<file path="config.mk">
export PLATFORM = sky130hd
export DESIGN_NAME = fan_power_scheduler
export DESIGN_NICKNAME = d
export VERILOG_FILES = /design/src/rtl/fan_power_scheduler.sv
export SDC_FILE = /design/constraint.sdc
export NUM_CORES = 1
export LEC_CHECK = 0
export ABC_AREA = 1
export CORE_AREA = 2 2 50 75
export CTS_CLUSTER_SIZE = 12
export DETAILED_ROUTE_END_ITERATION = 8
export DIE_AREA = 0 0 52 77
export PLACE_DENSITY = 0.79
export SETUP_SLACK_MARGIN = 0.1
export SYNTH_ARGS = -nofsm -noshare
export SYNTH_HDL_FRONTEND = slang
export SYNTH_SLANG_ARGS = --single-unit
</file>
<file path="constraint.sdc">
create_clock -name clk -period 3.2 [get_ports clk]
set_clock_uncertainty 0.1 [all_clocks]
set_input_delay 0.48 -clock clk [delete_from_list [all_inputs] [get_ports clk]]
set_output_delay 0.48 -clock clk [all_outputs]
set_load 0.02 [all_outputs]
</file>
<file path="src/rtl/fan_power_scheduler.sv">
// fan_power_scheduler: button-driven fan speed sequencer with 100/200 ms tick strobes,
// low-battery derate with hysteresis, empty-battery lockout and a registered charge qualifier.
module fan_power_scheduler #(
    parameter int TICK_DIV    = 5000000,
    parameter int LOW_BATT    = 20,
    parameter int RESUME_BATT = 30
) (
    input  logic       clk,
    input  logic       rst,
    input  logic       btn_up,
    input  logic       btn_down,
    input  logic       btn_off,
    input  logic       sw0,
    input  logic [7:0] battery,
    input  logic       battery_empty,
    output logic [1:0] state,
    output logic       timer_100ms,
    output logic       timer_200ms,
    output logic       low_batt,
    output logic       fan_lock,
    output logic       charge_en
);
    localparam int CW = TICK_DIV > 1 ? $clog2(TICK_DIV) : 1;
    localparam logic [CW-1:0] LAST = CW'(TICK_DIV - 1);
    localparam logic [7:0] LOW = 8'(LOW_BATT);
    localparam logic [7:0] RESUME = 8'(RESUME_BATT);

    typedef enum logic [2:0] {
        NEUTRAL = 3'd0,
        SPD1    = 3'd1,
        SPD2    = 3'd2,
        SPD3    = 3'd3,
        LOCKED  = 3'd4
    } fsm_t;

    fsm_t fsm_q, fsm_d;
    logic [CW-1:0] cnt;
    logic phase, wrap;
    logic up_q, down_q, off_q;
    logic press_up, press_down, press_off;
    logic [1:0] lvl, cap, lvl_up, lvl_down;

    assign wrap       = cnt == LAST;
    assign press_up   = btn_up & ~up_q;
    assign press_down = btn_down & ~down_q;
    assign press_off  = btn_off & ~off_q;

    // Ticks run free of the FSM; the 200 ms strobe rides on every second wrap.
    always_ff @(posedge clk) begin
        if (rst) begin
            cnt         <= '0;
            phase       <= 1'b0;
            timer_100ms <= 1'b0;
            timer_200ms <= 1'b0;
        end else begin
            timer_100ms <= wrap;
            timer_200ms <= wrap & phase;
            cnt         <= wrap ? '0 : cnt + 1'b1;
            phase       <= wrap ? ~phase : phase;
        end
    end

    always_ff @(posedge clk) begin
        if (rst) begin
            up_q      <= 1'b0;
            down_q    <= 1'b0;
            off_q     <= 1'b0;
            low_batt  <= 1'b0;
            charge_en <= 1'b0;
        end else begin
            up_q      <= btn_up;
            down_q    <= btn_down;
            off_q     <= btn_off;
            low_batt  <= (battery <= LOW) ? 1'b1 : (battery >= RESUME) ? 1'b0 : low_batt;
            charge_en <= sw0 & (battery < 8'd99);
        end
    end

    always_ff @(posedge clk) begin
        if (rst) fsm_q <= NEUTRAL;
        else     fsm_q <= fsm_d;
    end

    // Cap uses the registered low_batt, so derate lands one cycle after the flag rises.
    always_comb begin
        lvl      = fsm_q[1:0];
        cap      = low_batt ? 2'd1 : 2'd3;
        lvl_up   = (lvl >= cap) ? cap : lvl + 2'd1;
        lvl_down = (lvl == 2'd0) ? 2'd0 : lvl - 2'd1;
        fsm_d    = fsm_q;
        if (battery_empty)
            fsm_d = LOCKED;
        else if (fsm_q == LOCKED)
            fsm_d = (battery >= RESUME) ? NEUTRAL : LOCKED;
        else if (press_off)
            fsm_d = NEUTRAL;
        else if (press_down)
            fsm_d = fsm_t'({1'b0, lvl_down});
        else if (press_up)
            fsm_d = fsm_t'({1'b0, lvl_up});
        else if (low_batt && lvl[1])
            fsm_d = SPD1;
    end

    always_comb begin
        state    = (fsm_q == LOCKED) ? 2'b00 : fsm_q[1:0];
        fan_lock = fsm_q == LOCKED;
    end
endmodule

</file>
After elaboration in Yosys (flattened, before gate mapping)
Index checks and enable logic that the tools add are counted.
{"block": "op_classes", "addsub": 3, "multipliers": 0, "div_mod_pow": 0, "n_lt_le_gt_ge": 4, "eq_ne": 2, "shifts": 0, "muxes": 13, "n_bitwise": 9, "reduce_logical": 7}
{"op": "$add 23x1->23 const B", "n": 1}
{"op": "$eq 23x23->1 const B", "n": 1}
{"op": "$mux 3", "n": 7}
{"op": "$ge 8x5->1 const B", "n": 1}
{"op": "$le 8x5->1 const B", "n": 1}
{"op": "$lt 8x7->1 const B", "n": 1}
{"op": "$mux 2", "n": 4}
{"op": "$reduce_bool 6->1", "n": 1}
{"op": "$and 1x1->1", "n": 5}
{"op": "$reduce_bool 5->1", "n": 1}
{"op": "$not 1->1", "n": 4}
{"op": "$reduce_or 2->1", "n": 2}
{"op": "$eq 3x3->1 const B", "n": 1}
{"op": "$add 2x1->2 const B", "n": 1}
{"op": "$ge 2x2->1", "n": 1}
{"op": "$logic_not 2->1", "n": 1}
{"op": "$mux 1", "n": 2}
{"op": "$reduce_bool 2->1", "n": 1}
{"op": "$sub 2x1->2 const B", "n": 1}
{"op": "$logic_and 1x1->1", "n": 1}
{"block": "totals", "register_bits": 34, "latchBits": 0, "ram_bits": 0, "romBits": 0, "input_bits": 15, "output_inout_bits": 7, "word_cells": 49, "n_memories": 0}

Depth between registers and ports, before layout
{"block": "depth", "depth_word": 8, "depth_mapped": 8}

Least setup slack after synthesis
No wires, ideal clock.
{"block": "synth_timing", "kind": "reg2out", "from": "register fsm_q[0]", "to": "output port state[0]", "arrival_ns": 1.149, "required_time_ns": 2.620, "slack_ns": 1.471, "stages_incl_launch_ff": 6, "path_buffers": 0, "cell_sequence": "dfxtp_1 inv_1 ha_1 nand2_1 inv_1 nor2_1"}
{"block": "synth_via", "elab_chain_len": 2}
{"element": "start: declaration", "line_no": "36", "source": "fsm_t fsm_q, fsm_d;"}
{"element": "start signal: assignment", "line_no": "81", "source": "else fsm_q <= fsm_d;"}
{"element": "$eq 3x3->1"}
{"element": "named net fan_lock", "line_no": "20", "source": "output logic fan_lock,"}
{"element": "$mux 2", "line_no": "106", "source": "state = (fsm_q == LOCKED) ? 2'b00 : fsm_q[1:0];"}
{"element": "end: declaration", "line_no": "16", "source": "output logic [1:0] state,"}
The timed path passes the listed nets, and every way through them passes these cells.

Worst setup path after layout
{"block": "layout_timing", "from": "register fsm_q[0]", "to": "output port state[1]"}
{"block": "layout_via", "elab_chain_len": 2}
{"element": "$eq 3x3->1", "line_no": "106"}
{"element": "$mux 2", "line_no": "106"}
Every way passes these cells.

==> results.toml <==
[sta]
slew_violations = 0
holdWs_ns = 0.368
final-setup-viol-count = 0
fin_tns_setup_ns = 0
rsz0062_at_grt = "false"
hold_viol = 0
min_period_over_period = 0.755
max_slew_margin = 0.798
clock.fmax_mhz = 414
worst_slew_pin_slew_ns = 0.300
min_period_ns = 2.42

[detailed_routing]
wire_per_inst_microns = 11.2
num_vias = 1724
drtIter0Drc = 52
drc = 0
vias_per_cell = 4.97
antenna_left = 0
drt_first_pass_iters = 4
drt_wl_total_microns = 3870

[min_path]
hold_path_end = "timer_200ms"
min-delay-start = "phase"
min_path_cells = 2
hp-class = "reg -> reg"

[synth]
yosysTopAreaCellShare = 0.367
synth_area_sq_mm = 0.00186
synth_cell_type_count = 25
synth_most_common_cell = "nand2_1"
netlist_top_cells_area = "dfxtp_1 37%, nand2_1 14%, nor2_1 13%"
synth_edf_count = 0
synthesis.nets = 298
ys_top_cells_by_count = "70 x nand2_1, 62 x nor2_1, 34 x dfxtp_1"
ys_ff_latch = 34
avgSynthCellArea_sq_um = 6.68
async_reset_ff_frac = 0
synthCells = 278
yosysSeqAreaShare = 0.367
dominantRegCellSynth = "dfxtp_1"
yosys_warnings = 0
synth_top_cell_by_area = "dfxtp_1"

[clock_tree]
cts_resized = 0
clock_latency_ns = 0.28
post_cts_buffers = 0
htree_levels = 2
cts_buffer_depth = 2
clkTransAtPathRegs_ns = 0.07
numCtsBuffers = 5
cts.sinks = 34
ctsHoldBuffers = 0
cts-root-buf = "clkbuf_8"
cts_tree = "built"

[global_route]
antenna_found_initial = 0
grt_use_met1 = 0.200
grtUsageMet2 = 0.387
gr-usage-met3 = 0.0506
grt_max_degree = 24
grt_pass1_wl_microns = 6310
grt.busiest_layer = "met2"
track_usage = 0.210
grt-ovfl-total = 0
grt_pass1_vias = 1550

[worst_setup_path]
cp.required_ns = 2.62
critical_path_arrival_ns = 1.84
reg2reg_slack_ns = 1.53
critPathCaptureType = "output pin"
r2r_end = "cnt[14]"
cp-start-kind = "register"
crit_type = "reg -> out"
reg2reg_from = "cnt[0]"
worst-r2r-cell-count = 6
critPathMaxFanout = 4

[finish]
synthToLayoutAreaGrowth_pct = 17.9
antennaDiodeCount = 0
layoutNonFillerInstCount = 347
n_fill_cell = 328
drive_gt1_frac = 0.0754
nNetsFinal = 324
final_area_sq_mm = 0.00219

[pwr]
total_leakage_power_nw = 0.814
peakVddDrop_v = 0.000330
p_per_area_mw_per_mm2 = 372
seqPwrFrac = 0.535
switching_share = 0.221
design_power_total_w = 0.000814
clkPwrFrac = 0.388
switchingPower_w = 0.000180
p_comb_frac = 0.076
p_int_w = 0.000634

[run]
maxCapViolCount = 0

[floorplan]
num_io_pins = 22
die-area_sq_mm = 0.00400
row_count = 26
chipWidth_microns = 52
fp.coreArea_sq_mm = 0.00335
start_util = 0.554
die_h_microns = 77

[place]
finalWeightedCongestion = 0.887
dp_cells = 339
postPlaceCellArea_sq_mm = 0.00210
dp.final_hpwl_microns = 3050
io_buffers = 21

[run_status]
status = "finished clean"
## critical path, stage by stage, from the launching register on
cell             delay (ns)
dfxtp_1                0.37
inv_1                  0.10
ha_1                   0.21
nand2_1                0.10
inv_1                  0.08
nor2_1                 0.09
clkdlybuf4s50_1        0.60
## cells by family (layout without fill, tap and decap cells)
family                     after synthesis  in the layout  synth area share
and+or+nand+nor                        173            173             0.412
buffers and inverters                   35             62            0.0788
DFF                                     34             34             0.367
AOI/OAI and AO/OA                       20             20            0.0566
xor gates and xnor gates                11             11            0.0519
adders and majority gates                5              5            0.0337
## layer usage
| layer | wire (microns) | share of wire |
|---|---|---|
| met5 | 0 | 0 |
| met3 | 139 | 0.036 |
| met4 | 148 | 0.038 |
| met2 | 2000 | 0.52 |
| met1 | 1580 | 0.41 |
## worst max-delay path by stage
stage / start / cells after the start / slack (ns) / endpoint
2_1_floorplan: fsm_q[0] / 5 / 1.47 / state[0]
3_3_place_gp: fsm_q[0] / 6 / 1.14 / state[1]
3_5_place_dp: fsm_q[0] / 6 / 1.09 / state[1]
4_1_cts: fsm_q[0] / 6 / 0.78 / state[1]
5_1_grt: fsm_q[0] / 6 / 0.69 / state[0]
6_report: fsm_q[0] / 6 / 0.78 / state[1]
## sequential cells by signal (all words and copies together) (netlist names)
register and cells:
phase 1, charge_en 1, off_q 1, timer_100ms 1, timer_200ms 1, down_q 1
low_batt 1, up_q 1, fsm_q 3, cnt 23
## area by class of cell
class                      count  area, sq um  area share
clock buffer                   7         86.3      0.0395
clock inverter                 1         5.00     0.00229
inverter                      33          124      0.0566
multi-input combinational    209         1030       0.471
sequential                    34          681       0.311
tap                           42         52.6      0.0240
timing repair buffer          21          210      0.0961
## placed cells by master (no fill, tap or decap), types with 2 or more instances in the layout
master           instances
nand3_1                 15
xnor2_1                  3
nor2_2                   6
clkdlybuf4s50_1         21
xor2_1                   8
clkbuf_8                 6
a31oi_1                  2
inv_1                   33
nor2_1                  62
nand3_2                  5
nand2_1                 70
o21ai_0                  4
ha_1                     5
nand3b_1                 2
dfxtp_1                 34
a21oi_1                 12
nand4_1                  6
## power groups by stage
stage,Sequential (W),Clock [W],Combinational (W)
finish,0.000435,0.000316,0.0000621
global route,0.000436,0.000345,0.0000689
CTS,0.000435,0.000326,0.0000626
detailed placement,0.000445,0,0.0000624
global placement,0.000445,0,0.0000611
floorplan,0.000445,0,0.0000329
## per-stage QoR
step,setup WS (ns),util
2_1_floorplan,1.47,-
3_3_place_gp,1.14,0.626
3_5_place_dp,1.09,0.626
4_1_cts,0.780,0.653
5_1_grt,0.686,0.653
6_report,0.783,0.653
Power figures use the tool's default switching activity.
==> edit 1, RTL diff (config.mk and constraints unchanged) <==
Change the parameter `TICK_DIV` from 5000000 to 10000000.
--- a/src/rtl/fan_power_scheduler.sv
+++ b/src/rtl/fan_power_scheduler.sv
@@ -1,7 +1,7 @@
 // fan_power_scheduler: button-driven fan speed sequencer with 100/200 ms tick strobes,
 // low-battery derate with hysteresis, empty-battery lockout and a registered charge qualifier.
 module fan_power_scheduler #(
-    parameter int TICK_DIV    = 5000000,
+    parameter int TICK_DIV    = 10000000,
     parameter int LOW_BATT    = 20,
     parameter int RESUME_BATT = 30
 ) (
Check against the original RTL: same outputs for any inputs over 10 cycles, from zero or initial values and one cycle with rst high; that may be too few to reach the edited logic, so the function may still have changed.
==> edit 1 against the original RTL <==
Setup slack improved by 17 ps; total power decreased by 2.3%; largest power group unchanged; first-iteration DRC count increased by 21%; routed wire length increased by 8.9%; critical endpoint unchanged; combinational power about the same; non-clock buffer count unchanged; sequential cell count increased by 1; sequential power increased by 3%; final area increased by 3.8%; maximum frequency increased by 0.72%; highest routed layer unchanged; final cell count increased by 4.9%; synthesized area increased by 6.2%.
==> edit 1: results <==
[detailed_routing]
via_per_inst = 5.06
wire_per_inst_um = 11.6
drt_iter0_drc = 63
dr.pass1.iters = 4
routed_wl_mm = 4.22

[clock_network]
cts_root_buffer = "clkbuf_8"
cts_setup_buffers = 0
path_clk_slew_ps = 60
post_cts_resized = 0
numCtsBuffers = 5
cts-htree-levels = 2
clkLatencyLatePin_ps = 290
clockBufferDepth = 2

[worst_setup_path]
r2r-end = "phase"
worstPathMaxFanout = 5
rrSetupSlack_ps = 1480
arrival_ps = 1820
timing.critical_path.from = "fsm_q[0]"
crit_end = "state[1]"
ff2ff_path_depth = 8
rr_startpoint = "cnt[0]"

[finish]
drive_gt1_share_pct = 9.94
nets = 343
area_growth_pct = 15.2
nFillCells = 319
antenna_cells = 0
top_regs = "cnt x24, fsm_q x3"

[pwr]
p_leak_nw = 0.828
peakVddDrop_uv = 277

[synth]
yosysSeqAreaShare_pct = 35.5
synthDistinctLibCells = 26
synth_warnings = 0
syn-num-nets = 318
synth_common_cells = "nand2_1, nor2_1, inv_1"
synth_cells = 298
synthArstFlopShare_pct = 0
synth_area_leaders = "dfxtp_1, nand2_1, nor2_1"

[grt]
grt_pass1_vias = 1792
antenna_found_initial = 0
grt_use_met2_pct = 43.7
grt_pass1_wl_mm = 7.15
grt_max_degree = 26
met3_usage_pct = 6.03
track_usage_pct = 23.8
grtUsageMet1_pct = 22.5

[place]
place.detailed.hpwl_mm = 3.23
placedCellCount = 358
placed_cell_area_um2 = 2200
gp_congestion = 0.880
port-buffer-count = 21

[timing]
relSlewSlack_pct = 77.2

[hold_path]
hold_path.class = "register to register"

[status]
outcome = "complete, no violations"
-- edit 1: cell count changes in the layout (fill, tap and decap cells not counted), moves of 5 or more --
cell / unedited run / this run
nand2_1: 70 / 76
xor2_1: 8 / 3
nor2_1: 62 / 53
a21oi_1: 12 / 17
nor2_2: 6 / 14
inv_1: 33 / 38
-- edit 1: area by class of cell --
| type | count | share of cell area (%) |
|---|---|---|
| multi-input combinational | 221 | 48.0 |
| sequential | 35 | 30.8 |
| timing repair buffer | 21 | 9.25 |
| inverter | 39 | 6.44 |
| clock buffer | 6 | 3.19 |
| tap | 42 | 2.31 |
-- edit 1: metrics by stage --
stage / hold slack [ps] / utilization (%) / total power (W) / setup slack [ps]
3_3_place_gp: 365 / 65.6 / 0.000520 / 1160
2_1_floorplan: 337 / - / 0.000495 / 1500
5_1_grt: 402 / 67.8 / 0.000836 / 719
3_5_place_dp: 360 / 65.6 / 0.000521 / 1130
4_1_cts: 372 / 67.8 / 0.000803 / 816
6_report: 365 / 67.8 / 0.000795 / 801
-- edit 1: logic make-up after synthesis --
family,after synthesis,synth area share (%)
compound gates,24,6.41
xor+xnor,6,2.67
fa+ha+maj,5,3.17
buf+inv,42,9.20
flops,35,35.5
simple gates,186,43.0
-- edit 1: worst max-delay path, stage by stage, from the launching register on --
cell,delay [ps]
dfxtp_1,400
inv_1,110
ha_1,210
nand2_1,60
inv_1,70
nor2_1,80
clkdlybuf4s50_1,600
-- edit 1: layer usage --
metal	vias to the layer above	wire [um]
met5	-	0
met2	39	2260
met4	0	169
met1	814	1590
li1	974	-
met3	16	195
-- edit 1: power breakdown --
part | internal, W | switching (W)
combinational | 0.0000299 | 0.0000322
clock | 0.000145 | 0.000140
sequential | 0.000443 | 0.00000555
-- edit 1: worst min path at each step --
stage               startpoint           to  slack (ps)  depth (start not counted)
finish                   phase  timer_200ms         360                          2
global route             phase  timer_200ms         400                          2
CTS                      phase  timer_200ms         370                          2
detailed placement       phase  timer_200ms         360                          2
global placement       cnt[20]      cnt[20]         360                          2
floorplan                phase  timer_200ms         340                          2
==> edit 2, RTL diff (same flow settings) <==
Without the edit above. Add an input register stage for `btn_up`, `btn_down`, `btn_off` and `sw0`; this delays them by one clock. The other inputs are not delayed to match.
--- a/src/rtl/fan_power_scheduler.sv
+++ b/src/rtl/fan_power_scheduler.sv
@@ -33,6 +33,18 @@
         LOCKED  = 3'd4
     } fsm_t;
 
+    logic btn_up_q;
+    logic btn_down_q;
+    logic btn_off_q;
+    logic sw0_q;
+
+    always_ff @(posedge clk) begin
+        btn_up_q   <= btn_up;
+        btn_down_q <= btn_down;
+        btn_off_q  <= btn_off;
+        sw0_q      <= sw0;
+    end
+
     fsm_t fsm_q, fsm_d;
     logic [CW-1:0] cnt;
     logic phase, wrap;
@@ -41,9 +53,9 @@
     logic [1:0] lvl, cap, lvl_up, lvl_down;
 
     assign wrap       = cnt == LAST;
-    assign press_up   = btn_up & ~up_q;
-    assign press_down = btn_down & ~down_q;
-    assign press_off  = btn_off & ~off_q;
+    assign press_up   = btn_up_q & ~up_q;
+    assign press_down = btn_down_q & ~down_q;
+    assign press_off  = btn_off_q & ~off_q;
 
     // Ticks run free of the FSM; the 200 ms strobe rides on every second wrap.
     always_ff @(posedge clk) begin
@@ -68,11 +80,11 @@
             low_batt  <= 1'b0;
             charge_en <= 1'b0;
         end else begin
-            up_q      <= btn_up;
-            down_q    <= btn_down;
-            off_q     <= btn_off;
+            up_q      <= btn_up_q;
+            down_q    <= btn_down_q;
+            off_q     <= btn_off_q;
             low_batt  <= (battery <= LOW) ? 1'b1 : (battery >= RESUME) ? 1'b0 : low_batt;
-            charge_en <= sw0 & (battery < 8'd99);
+            charge_en <= sw0_q & (battery < 8'd99);
         end
     end
 
Formal check against the unedited RTL: not equivalent (Yosys sat finds a counterexample within 4 cycles, from zero or initial values and one cycle with rst high).
==> edit 2 against the original RTL <==
Total power increased by 8.4%; sequential cell count rose by 4; critical path depth is the same; via count grew 1.5%; setup slack lost 23 ps; final area rose by 3.7%; synthesized area is 4.3% higher; routed wire length grew 4.3%; highest routed layer unchanged; largest cell class unchanged.
==> edit 2: results <==
[finish]
nets = 328
antenna_cells = 0
drive_gt1_share_pct = 7.44
nFillCells = 307

[clock_network]
clockBufferDepth = 2
clkLatencyLatePin_ps = 290
numCtsBuffers = 5
path_clk_slew_ps = 60
cts-htree-levels = 2
cts_setup_buffers = 0

[detailed_routing]
dr.pass1.iters = 4
drt_iter0_drc = 38
wire_per_inst_um = 11.5
via_per_inst = 4.99

[worst_setup_path]
worstPathMaxFanout = 4
ff2ff_path_depth = 7
rr_startpoint = "cnt[0]"
r2r-end = "cnt[16]"
crit_family = "buffers and inverters"
crit_slowest_cell = "clkdlybuf4s50_1"
arrival_ps = 1860
rrSetupSlack_ps = 1610

[grt]
antenna_found_initial = 0
grt_pass1_vias = 1661
grt_pass1_wl_mm = 6.77
grt_max_degree = 24
track_usage_pct = 22.8

[synth]
synth_common_cells = "nand2_1, nor2_1, dfxtp_1"
synth_warnings = 0
syn-num-nets = 302
yosysSeqAreaShare_pct = 39.3
synthArstFlopShare_pct = 0
synth_area_leaders = "dfxtp_1, nand2_1, nor2_1"

[hold_path]
hold_start = "btn_down_q"
hold_path.class = "register to register"
whs_path_depth = 2
whs_endpoint = "down_q"

[timing]
relSlewSlack_pct = 82.0
hold_viol = 0

[place]
gp_congestion = 0.922
place.detailed.hpwl_mm = 3.07
port-buffer-count = 21

[pwr]
p_leak_nw = 0.848
peakVddDrop_uv = 352

[status]
outcome = "complete, no violations"
-- edit 2: changes by cell type after synthesis --
cell and change:
dfxtp_1 +4
-- edit 2: worst max path at each step --
stage / depth (start not counted) / endpoint / start
after floorplan: 5 / state[0] / fsm_q[0]
after global placement: 6 / state[1] / fsm_q[0]
after detailed placement: 6 / state[0] / fsm_q[0]
after CTS: 6 / state[0] / fsm_q[0]
after global routing: 6 / state[0] / fsm_q[1]
final: 6 / state[0] / fsm_q[0]
-- edit 2: final cells by class --
class                           instances  area [um2]  area share [%]
Multi-Input combinational cell        209        1030            45.4
Sequential cell                        38         761            33.5
Timing Repair Buffer                   21         210            9.27
Inverter                               33         124            5.46
Clock buffer                            7        86.3            3.81
Tap cell                               42        52.6            2.32
Clock inverter                          1        5.00           0.221
-- edit 2: per-layer routing --
metal | track usage, % | part of all wire, %
met4 | 12.9 | 3.5
met2 | 41.8 | 53
met1 | 21.7 | 39
met3 | 5.84 | 4.7
met5 | 0 | 0
-- edit 2: worst register-to-register path: cells and delay by family (launching register included) --
| kind | cells | cell delay (ps) |
|---|---|---|
| DFF | 1 | 370 |
| buffers and inverters | 1 | 140 |
| xor gates and xnor gates | 1 | 160 |
| and+or+nand+nor | 4 | 460 |
| adders and majority gates | 1 | 230 |
-- edit 2: power by group --
| group | leakage, nW | internal [W] | switching, W |
|---|---|---|---|
| registers | 0.310 | 0.000483 | 0.00000592 |
| logic | 0.490 | 0.0000301 | 0.0000314 |
| clock network | 0.0482 | 0.000174 | 0.000158 |
-- edit 2: kinds of logic (layout without fill, tap and decap cells) --
logic type	Yosys count	count (layout)	synth area share, %
compound gates	20	20	5.43
simple gates	173	173	39.5
flops	38	38	39.3
fa+ha+maj	5	5	3.23
xor+xnor	11	11	4.97
buf+inv	35	62	7.56
-- edit 2: metrics by stage --
stage / hold WS (ps) / util (%) / setup slack, ps / area [um2] / std cells
after floorplan: 303 / - / 1470 / 1940 / 282
after global placement: 312 / 65.0 / 1120 / 2180 / 343
after detailed placement: 313 / 65.0 / 1080 / 2180 / 343
after CTS: 324 / 67.7 / 743 / 2270 / 351
after global routing: 350 / 67.7 / 658 / 2270 / 351
final: 322 / 67.7 / 760 / 2270 / 351
